## src/rtl/grey_clk_div_pkg.sv

```systemverilog
`default_nettype none
// ============================================================================
// Module      : grey_clk_div_pkg
// Description : Shared constants and Gray-code helpers for the grey_clk_div
//               programmable clock-enable divider.
//               - bin2grey    : binary to Gray (x ^ (x >> 1))
//               - grey2bin    : Gray to binary (prefix XOR from the MSB down)
//               - f_grey_next : Gray successor/predecessor within w bits
//               The functions work on a fixed c_FN_W-bit container, so any
//               GREY_W up to c_FN_W can use them after a size cast.
// Revision    : 1.0 - initial release
// ============================================================================
package grey_clk_div_pkg;

    // Below two bits a Gray code is just a binary toggle.
    localparam int c_GREY_W_MIN = 2;
    localparam int c_FN_W       = 32;

    function automatic logic [c_FN_W-1:0] bin2grey(input logic [c_FN_W-1:0] x);
        return x ^ (x >> 1);
    endfunction

    function automatic logic [c_FN_W-1:0] grey2bin(input logic [c_FN_W-1:0] g);
        logic [c_FN_W-1:0] b;
        b[c_FN_W-1] = g[c_FN_W-1];
        for (int i = c_FN_W - 2; i >= 0; i--) begin
            b[i] = b[i+1] ^ g[i];
        end
        return b;
    endfunction

    // Next Gray code (up=1) or previous one (up=0), wrapping modulo 2^w.
    function automatic logic [c_FN_W-1:0] f_grey_next(input logic [c_FN_W-1:0] g,
                                                      input logic              up,
                                                      input int                w);
        logic [c_FN_W-1:0] mask;
        logic [c_FN_W-1:0] b;
        mask = (w >= c_FN_W) ? '1 : ((32'd1 << w) - 32'd1);
        b    = grey2bin(g & mask);
        b    = up ? (b + 32'd1) : (b - 32'd1);
        return bin2grey(b & mask);
    endfunction

endpackage : grey_clk_div_pkg
`default_nettype wire

```

## src/rtl/grey_clk_div_if.sv

```systemverilog
`default_nettype none
// ============================================================================
// Module      : grey_clk_div_if
// Description : Control/status bundle of grey_clk_div.
//               Inputs to the divider : en, div_ld, div_val, dir, clr
//               Outputs of the divider: tick, grey, wrap
//               (+ bin when GREY_CLK_DIV_BIN_OUT_EN is defined)
//               master = the controlling side, slave = the divider.
// Revision    : 1.0 - initial release
// ============================================================================
interface grey_clk_div_if #(
    parameter int DIV_W  = 8,
    parameter int GREY_W = 6
) ();

    logic              en;
    logic              div_ld;
    logic [DIV_W-1:0]  div_val;
    logic              dir;
    logic              clr;
    logic              tick;
    logic [GREY_W-1:0] grey;
    logic              wrap;
`ifdef GREY_CLK_DIV_BIN_OUT_EN
    logic [GREY_W-1:0] bin;
`endif

    modport master (
        output en, div_ld, div_val, dir, clr,
`ifdef GREY_CLK_DIV_BIN_OUT_EN
        input  bin,
`endif
        input  tick, grey, wrap
    );

    modport slave (
        input  en, div_ld, div_val, dir, clr,
`ifdef GREY_CLK_DIV_BIN_OUT_EN
        output bin,
`endif
        output tick, grey, wrap
    );

endinterface : grey_clk_div_if
`default_nettype wire

```

## src/rtl/grey_clk_div_step.sv

```systemverilog
`default_nettype none
// ============================================================================
// Module      : grey_step_ctr
// Description : GREY_W-bit up/down Gray register.
//               clk, rst (sync, active-low), i_step (advance one code),
//               i_dir (1 = up), i_clr (sync clear, beats i_step),
//               o_grey (registered code), o_wrap (one-cycle wrap pulse),
//               o_bin (registered binary, only with GREY_CLK_DIV_BIN_OUT_EN).
// Revision    : 1.0 - initial release
// ============================================================================
module grey_step_ctr
    import grey_clk_div_pkg::*;
#(
    parameter int GREY_W = 6
) (
    input  wire logic              clk,
    input  wire logic              rst,
    input  wire logic              i_step,
    input  wire logic              i_dir,
    input  wire logic              i_clr,
`ifdef GREY_CLK_DIV_BIN_OUT_EN
    output logic [GREY_W-1:0]      o_bin,
`endif
    output logic [GREY_W-1:0]      o_grey,
    output logic                   o_wrap
);

    // Gray image of the all-ones binary value: only the MSB set. Wrap can
    // therefore be detected from the Gray register alone, no binary copy.
    localparam logic [GREY_W-1:0] c_GREY_TOP = {1'b1, {(GREY_W-1){1'b0}}};

    logic [GREY_W-1:0] r_grey;
    logic              r_wrap;
    logic              w_wrap_next;

    assign w_wrap_next = i_dir ? (r_grey == c_GREY_TOP) : (r_grey == '0);

    always_ff @(posedge clk) begin
        if (!rst) begin
            r_grey <= '0;
            r_wrap <= 1'b0;
        end else if (i_clr) begin
            r_grey <= '0;
            r_wrap <= 1'b0;
        end else if (i_step) begin
            r_grey <= GREY_W'(f_grey_next(c_FN_W'(r_grey), i_dir, GREY_W));
            r_wrap <= w_wrap_next;
        end else begin
            r_wrap <= 1'b0;
        end
    end

    assign o_grey = r_grey;
    assign o_wrap = r_wrap;

`ifdef GREY_CLK_DIV_BIN_OUT_EN
    // Binary shadow stepped in lock-step with r_grey, so it always equals
    // grey2bin(r_grey) without a combinational prefix-XOR chain on the output.
    logic [GREY_W-1:0] r_bin;

    always_ff @(posedge clk) begin
        if (!rst) begin
            r_bin <= '0;
        end else if (i_clr) begin
            r_bin <= '0;
        end else if (i_step) begin
            r_bin <= i_dir ? (r_bin + 1'b1) : (r_bin - 1'b1);
        end
    end

    assign o_bin = r_bin;
`endif

endmodule : grey_step_ctr
`default_nettype wire

```

## src/rtl/grey_clk_div.sv

```systemverilog
`default_nettype none
// ============================================================================
// Module      : grey_clk_div
// Description : Programmable clock-enable divider driving an up/down Gray
//               counter. A binary prescaler emits a one-cycle tick every
//               (div_reg+1) enabled cycles; each tick steps the Gray code.
//               clk  : sole clock
//               rst  : synchronous, active-low reset
//               bus  : grey_clk_div_if.slave (en, div_ld, div_val, dir, clr
//                      in; tick, grey, wrap out)
//               Optional macro GREY_CLK_DIV_BIN_OUT_EN adds bus.bin, the
//               registered binary count.
//               Priority after reset: clr, then div_ld, then en.
// Revision    : 1.0 - initial release
// ============================================================================
module grey_clk_div
    import grey_clk_div_pkg::*;
#(
    parameter int DIV_W   = 8,
    parameter int GREY_W  = 6,
    parameter int DIV_RST = 15
) (
    input  wire logic       clk,
    input  wire logic       rst,
    grey_clk_div_if.slave   bus
);

    localparam logic [DIV_W-1:0] c_DIV_RST = DIV_W'(DIV_RST);

    generate
        if (GREY_W < c_GREY_W_MIN || GREY_W > c_FN_W) begin : g_bad_grey_w
            $error("grey_clk_div: GREY_W out of range");
        end
        if (DIV_W < 31 && (DIV_RST < 0 || DIV_RST >= (1 << DIV_W))) begin : g_bad_div_rst
            $error("grey_clk_div: DIV_RST does not fit in DIV_W bits");
        end
    endgenerate

    logic [DIV_W-1:0]  r_presc;
    logic [DIV_W-1:0]  r_div_reg;
    logic              r_tick;
    logic              w_step;
    logic [GREY_W-1:0] w_grey;
    logic              w_wrap;

    // Prescaler and divisor register. clr and div_ld both restart the
    // prescaler and kill a pending terminal count; only div_ld touches
    // the divisor, so a clr+div_ld pair still loads the new ratio.
    always_ff @(posedge clk) begin
        if (!rst) begin
            r_presc   <= '0;
            r_div_reg <= c_DIV_RST;
            r_tick    <= 1'b0;
        end else begin
            if (bus.div_ld) begin
                r_div_reg <= bus.div_val;
            end
            if (bus.clr || bus.div_ld) begin
                r_presc <= '0;
                r_tick  <= 1'b0;
            end else if (bus.en) begin
                if (r_presc == r_div_reg) begin
                    r_presc <= '0;
                    r_tick  <= 1'b1;
                end else begin
                    r_presc <= r_presc + 1'b1;
                    r_tick  <= 1'b0;
                end
            end else begin
                r_tick <= 1'b0;
            end
        end
    end

    // The Gray counter consumes the registered tick, so grey moves one
    // cycle after tick is seen high. A clear in that cycle wins.
    assign w_step = r_tick & ~bus.clr;

    grey_step_ctr #(
        .GREY_W (GREY_W)
    ) u_step_ctr (
        .clk    (clk),
        .rst    (rst),
        .i_step (w_step),
        .i_dir  (bus.dir),
        .i_clr  (bus.clr),
`ifdef GREY_CLK_DIV_BIN_OUT_EN
        .o_bin  (bus.bin),
`endif
        .o_grey (w_grey),
        .o_wrap (w_wrap)
    );

    assign bus.tick = r_tick;
    assign bus.grey = w_grey;
    assign bus.wrap = w_wrap;

endmodule : grey_clk_div
`default_nettype wire

```

## src/flat_wrapper.sv

```systemverilog
// flat-port wrapper written by rule: the top's interface ports become plain ports
module grey_clk_div_flat import grey_clk_div_pkg::*;
#(
    parameter int DIV_W   = 8,
    parameter int GREY_W  = 6,
    parameter int DIV_RST = 15
)
  (clk, rst, bus_en, bus_div_ld, bus_div_val, bus_dir, bus_clr, bus_tick, bus_grey, bus_wrap);
  grey_clk_div_if #(.DIV_W(DIV_W), .GREY_W(GREY_W)) bus_i ();
  input  wire logic clk;
  input  wire logic rst;
  input wire logic [$bits(bus_i.en)-1:0] bus_en;
  input wire logic [$bits(bus_i.div_ld)-1:0] bus_div_ld;
  input wire logic [$bits(bus_i.div_val)-1:0] bus_div_val;
  input wire logic [$bits(bus_i.dir)-1:0] bus_dir;
  input wire logic [$bits(bus_i.clr)-1:0] bus_clr;
  output wire logic [$bits(bus_i.tick)-1:0] bus_tick;
  output wire logic [$bits(bus_i.grey)-1:0] bus_grey;
  output wire logic [$bits(bus_i.wrap)-1:0] bus_wrap;
  assign bus_i.en = bus_en;
  assign bus_i.div_ld = bus_div_ld;
  assign bus_i.div_val = bus_div_val;
  assign bus_i.dir = bus_dir;
  assign bus_i.clr = bus_clr;
  assign bus_tick = bus_i.tick;
  assign bus_grey = bus_i.grey;
  assign bus_wrap = bus_i.wrap;
  grey_clk_div #(.DIV_W(DIV_W), .GREY_W(GREY_W), .DIV_RST(DIV_RST)) u_core (.clk(clk), .rst(rst), .bus(bus_i));
endmodule
```

## config.mk

```make
export PLATFORM = sky130hd
export DESIGN_NAME = grey_clk_div_flat
export DESIGN_NICKNAME = d
export VERILOG_FILES = /design/src/rtl/grey_clk_div_pkg.sv /design/src/rtl/grey_clk_div_if.sv /design/src/rtl/grey_clk_div_step.sv /design/src/rtl/grey_clk_div.sv /design/src/flat_wrapper.sv
export SDC_FILE = /design/constraint.sdc
export NUM_CORES = 1
export LEC_CHECK = 0
export CORE_MARGIN = 4
export CORE_UTILIZATION = 50
export DETAILED_ROUTE_END_ITERATION = 8
export DONT_BUFFER_PORTS = 1
export RECOVER_POWER = 100
export SYNTH_ARGS = -nofsm -noshare
export SYNTH_HDL_FRONTEND = slang
export SYNTH_SLANG_ARGS = --single-unit
```

## constraint.sdc

```tcl
create_clock -name clk -period 5 [get_ports clk]
set_input_delay 0.75 -clock clk [delete_from_list [all_inputs] [get_ports clk]]
set_output_delay 0.75 -clock clk [all_outputs]
set_load 0.01 [all_outputs]
```

==> results of run 1 <==
[final timing paths]
check	startpoint	endpoint	slack [ns]	depth (start not counted)
setup / recovery	u_core.u_step_ctr.o_grey[5]$_SDFFE_PP0P_	u_core.u_step_ctr.o_grey[3]$_SDFFE_PP0P_	2.07	11
hold / removal	rst	u_core.r_div_reg[2]$_SDFFE_PN1P_	0.47	1
setup reg to reg	u_core.u_step_ctr.o_grey[5]$_SDFFE_PP0P_	u_core.u_step_ctr.o_grey[3]$_SDFFE_PP0P_	2.07	11
hold reg to reg	u_core.r_div_reg[2]$_SDFFE_PN1P_	u_core.r_div_reg[2]$_SDFFE_PN1P_	0.51	2
[logic make-up after synthesis]
group                    share of synthesized area
AND/OR/NAND/NOR                              0.156
AO/OA/AOI/OAI                               0.0736
buffers and inverters                       0.0331
XOR/XNOR                                     0.223
flip-flops                                   0.353
multiplexers                                0.0966
adder cells (fa/ha/maj)                     0.0644
[cell usage after synthesis (3+ instances only)]
master    number  area [um2]
nor2b_1        5        31.3
xnor2_1       11        96.3
nand2_1       13        48.8
clkbuf_1       6        22.5
dfxtp_1       24         480
ha_1           7        87.6
mux2i_1       12         120
inv_1          5        18.8
a21oi_1        6        30.0
nor2_1        13        48.8
o21ai_0        4        20.0
xor2_1        12         105
nand4_1        3        18.8
nor3_1         3        15.0
[metal layers]
metal,GRT usage,routed length (um),vias up,part of all wire
li1,-,-,474,-
met1,0.235,1340,428,0.54
met2,0.224,982,19,0.39
met3,0.0324,128,5,0.051
met4,0.0728,42,0,0.017
met5,0,0,-,0
[cell type report]
| cell class | instances | area, um2 | area share |
|---|---|---|---|
| multi-input cells | 107 | 820 | 0.580 |
| flip-flops and latches | 24 | 480 | 0.340 |
| well taps | 30 | 37.5 | 0.0266 |
| clock inverters | 1 | 30.0 | 0.0213 |
| clock buffers | 3 | 22.5 | 0.0159 |
| inverters | 6 | 22.5 | 0.0159 |
[worst reg2reg max path, stage by stage (launching register included)]
cell and delay (ns):
dfxtp_1 0.48, inv_1 0.08, ha_1 0.31, xnor2_1 0.34
xnor2_1 0.24, inv_1 0.08, ha_1 0.29, and2_0 0.22
a21boi_2 0.15, xor2_1 0.28, xnor3_1 0.27, a21oi_1 0.14
[power breakdown]
part | leakage (nW) | total (mW) | internal, mW | switching (mW)
Sequential | 0.195 | 0.198 | 0.195 | 0.00291
Clock | 0.0279 | 0.145 | 0.0811 | 0.0635
Combinational | 0.364 | 0.0247 | 0.0137 | 0.0111
Total | 0.587 | 0.368 | 0.290 | 0.0775
[metrics by stage]
stage	utilization	power, mW
2_1_floorplan	-	0.227
3_3_place_gp	0.540	0.227
3_5_place_dp	0.540	0.228
4_1_cts	0.561	0.372
5_1_grt	0.555	0.383
6_report	0.555	0.368
==> metrics, run 1 <==
routed vias/inst 5.42; Post-Place Cells 167; Finish-stage setup viols 0; clock buffer depth 2; Worst-Margin Slew 0.467 ns; Die Y 60.2 um; clk root buf clkbuf_4; clock skew 0.00736 ns; final max-slew violation count 0; final hold vios 0; CP max-delay cell dfxtp_1; Detailed Route Iter0 Violations 24; Via Count 926; Leak 0.587 nW; GR Overflow Total 0; Slew HR 0.688; RSZ-0062 raised after global routing no; Initial Util 0.534; Place WS between 2 and 2.5 ns; HP Class input port to flip-flop; n_diodes 0; Post-Synthesis Cells around 140; H-tree levels 1; drt first pass iters 4; Finished Cell Area roughly 1400 um2; Ys Warns 0; Worst-Skew Late Latency roughly 0.33 ns; CTS tree done; DRC viols 0; pwr/cell area 260 nW/um2; Worst Setup End Kind flip-flop; worst hold slack 0.471 ns; Worst setup SP type flip-flop; Post-CTS Resized 0; Crit path max-delay family XOR/XNOR gates; status completed; largest net degree at the start of global routing 15; commonest non-fill, non-tap cell in the layout dfxtp_1; clock transition at the registers of the reported paths 0.14 ns; Final GP Congestion ~0.89; ys async rst share 0; post-synthesis sequential area ratio 0.353; post-synth cell types 30; Num CTS Buffers 3; core area about 2500 um2; Final ANT Viol Nets 0; vias in the first global route slightly below 1000; max cap viols 0; hpwl dp 1.91 mm; I/O pin cnt 22; number of flops mapped to enable cells by yosys 0; Max Fanout on Critical Path 5; row count 18; Worst Path Buf+Inv 2; fin crit share 0.585; Wirelength per Cell between 10 and 15 um; WL final roughly 2.5 mm; critical path's largest stage delay 0.48 ns; non-filler cells, final about 170; share of layout cells above drive strength 1 0.0780; postcts setup bufs 0; die area approximately 3600 um2; Yosys reg bits 24; clock period minus worst slack roughly 2.9 ns; Syn Area/Cell around 9.5 um2; most frequent cells in the layout 24 x dfxtp_1, 13 x xor2_1, 13 x nor2_1, 13 x nand2_1; Worst EP required about 5.3 ns; fill count between 200 and 250; Post-CTS Hold Fix Bufs 0; CTS sink count 24; total track usage 0.161; initial antenna violation count 0; Syn Nets between 150 and 200; worst vdd ir ~160 uV; nets 163; Final TNS setup 0 ns; placed cell areas ~1400 um2; CP cell instances inv_1 > ha_1 > xnor2_1 > xnor2_1 > inv_1 > ha_1 > and2_0 > a21boi_2 > xor2_1 > xnor3_1 > a21oi_1; worst setup margin just over 2 ns; WS Path Type flip-flop to flip-flop; P&R area growth vs syn 3.86%; first-pass GRT wire length 4.37 mm; prevailing post-synth register cell dfxtp_1; synthesized area 1360 um2; die boundary width 60.2 um; Port Buf Inserts 0; fmax ~0.34 GHz; Arr. time, crit path between 3 and 4 ns
Note: power is estimated with default switching activity, not from simulation.
==> run 2, diff against run 1 <==
--- a/config.mk
+++ b/config.mk
@@ -9,6 +9,7 @@
 export CORE_UTILIZATION = 50
 export DETAILED_ROUTE_END_ITERATION = 8
 export DONT_BUFFER_PORTS = 1
+export PLACE_DENSITY = 0.68
 export RECOVER_POWER = 100
 export SYNTH_ARGS = -nofsm -noshare
 export SYNTH_HDL_FRONTEND = slang
==> constraint.sdc (replaced) <==
create_clock -name clk -period 2.5 [get_ports clk]
set_input_delay 0.375 -clock clk [delete_from_list [all_inputs] [get_ports clk]]
set_output_delay 0.375 -clock clk [all_outputs]
set_load 0.01 [all_outputs]
==> run 2 against run 1 <==
Non-clock buffer count increased by 9. Highest routed layer unchanged. Wire length increased by 17%. Setup slack got worse by 2.0 ns. Sequential share of layout area decreased by 3.4 points. Via count increased by 6.2%.
==> metrics, run 2 (synthesis gave the netlist of run 1 again) <==
nets 172; Max Fanout on Critical Path 4; Num CTS Buffers 3; CP max-delay cell dfxtp_2; DRC viols 0; WL final between 2 and 3 mm; Wirelength per Cell ~16 um; largest net degree at the start of global routing 15; final max-slew violation count 0; clock buffer depth 2; Worst-Margin Slew 0.484 ns; Worst-Skew Late Latency approximately 0.32 ns; clock skew roughly 0.0098 ns; die area 3620 um2; Final ANT Viol Nets 0; Die Y 60.2 um; vias in the first global route ~1000; hpwl dp a little over 2 mm; status completed; Finished Cell Area 1580 um2; Arr. time, crit path roughly 2.7 ns; Seq. cell area 483 um2; I/O pin cnt 22; commonest non-fill, non-tap cell in the layout dfxtp_1; critical path's largest stage delay around 0.36 ns; routed vias/inst around 5.5; row count 18; total track usage 0.174; P&R area growth vs syn 16.1%; WS Path Type flip-flop to flip-flop; post-layout util 0.620; final hold vios 0; placed cell areas about 1400 um2; GR Overflow Total 0; Leak between 0.6 and 0.7 nW; die boundary width 60.2 um; H-tree levels 1; fmax approximately 0.41 GHz; Worst Path Buf+Inv 1; Slew HR 0.677; Worst Setup End Kind flip-flop; multi-input logic area between 900 and 1000 um2; n_diodes 0; Port Buf Inserts 0; Final GP Congestion roughly 0.85; first-pass GRT wire length about 4.6 mm; share of layout cells above drive strength 1 0.220; RSZ-0062 raised after global routing yes; Crit path max-delay family XOR/XNOR gates; Post-CTS Hold Fix Bufs 0; most frequent cells in the layout 22 x dfxtp_1, 13 x nor2_1, 13 x nand2_1; CTS sink count 24; pwr/cell area around 470 nW/um2; Finish-stage setup viols 0; drt first pass iters 5; worst vdd ir around 420 uV; Final Power ~740 uW; fin crit share 0.967; core area 2540 um2; max cap viols 0; CTS tree done; CP cell instances inv_2 > ha_4 > xnor2_4 > xnor2_1 > ha_1 > a21oi_2 > o21ai_1 > a41oi_2 > xnor2_2 > xor3_1 > a21oi_1; clock transition at the registers of the reported paths 0.14 ns; Initial Util 0.534; Worst setup SP type flip-flop; clock period minus worst slack between 2 and 2.5 ns; clk root buf clkbuf_4; fill count 206; HP Class input port to flip-flop; Detailed Route Iter0 Violations 18; initial antenna violation count 0; Worst EP required approximately 2.8 ns; Via Count roughly 980
==> run 2: cell count changes in the layout (fill, tap and decap cells not counted), sizes merged <==
cell  before  now
buf        0    9
==> run 2: path summary, 6_finish.rpt <==
path	start	end	slack [ns]	cells after the start
setup reg to reg	u_core.u_step_ctr.o_grey[4]$_SDFFE_PP0P_	u_core.u_step_ctr.o_grey[4]$_SDFFE_PP0P_	0.08	11
hold / removal	bus_div_ld	u_core.bus.tick$_SDFF_PP0_	0.11	1
setup / recovery	u_core.u_step_ctr.o_grey[4]$_SDFFE_PP0P_	u_core.u_step_ctr.o_grey[4]$_SDFFE_PP0P_	0.08	11
hold reg to reg	u_core.r_div_reg[0]$_SDFFE_PN1P_	u_core.r_div_reg[0]$_SDFFE_PN1P_	0.52	2
==> run 2: metal layers <==
metal	GRT usage	share of wire	vias to the layer above
li1	-	-	490
met1	0.214	0.45	465
met2	0.284	0.47	22
met3	0.0540	0.062	6
met4	0.0601	0.020	0
met5	0	0	-
==> run 2: power breakdown <==
part	total (mW)	internal [mW]	switching, mW
combinational	0.0603	0.0335	0.0268
sequential	0.397	0.391	0.00605
clock	0.285	0.162	0.122
total	0.742	0.586	0.155
==> run 2: timing repair <==
action                                  in CTS  in global routing
pin swaps                                    5                  7
endpoints found under the setup margin       3                  4
setup buffers                                4                  0
gates resized for setup                      4                 10
==> run 2: area by class of cell <==
cell class,instances,share of cell area
multi-input cells,107,0.580
flip-flops and latches,24,0.306
repair buffers,9,0.0428
well taps,30,0.0238
clock inverters,1,0.0190
clock buffers,3,0.0143
inverters,6,0.0143
==> run 2: metrics by stage <==
stage / hold slack (ns) / setup slack, ns / instances / setup TNS (ns)
after global placement: 0.440 / -0.000266 / 172 / -0.000266
after detailed placement: 0.443 / -0.0892 / 172 / -0.123
after CTS: 0.100 / 0.0472 / 180 / 0
after floorplan: 0.462 / 0.0113 / 143 / 0
after global routing: 0.0794 / -0.0753 / 180 / -0.0952
final: 0.106 / 0.0817 / 180 / 0
==> run 3, diff against run 2 <==
--- a/config.mk
+++ b/config.mk
@@ -5,6 +5,7 @@
 export SDC_FILE = /design/constraint.sdc
 export NUM_CORES = 1
 export LEC_CHECK = 0
+export CAP_MARGIN = 20
 export CORE_MARGIN = 4
 export CORE_UTILIZATION = 50
 export DETAILED_ROUTE_END_ITERATION = 8
==> results of run 3 <==
No change in the layout: final DEF, timing and power equal those of run 2.
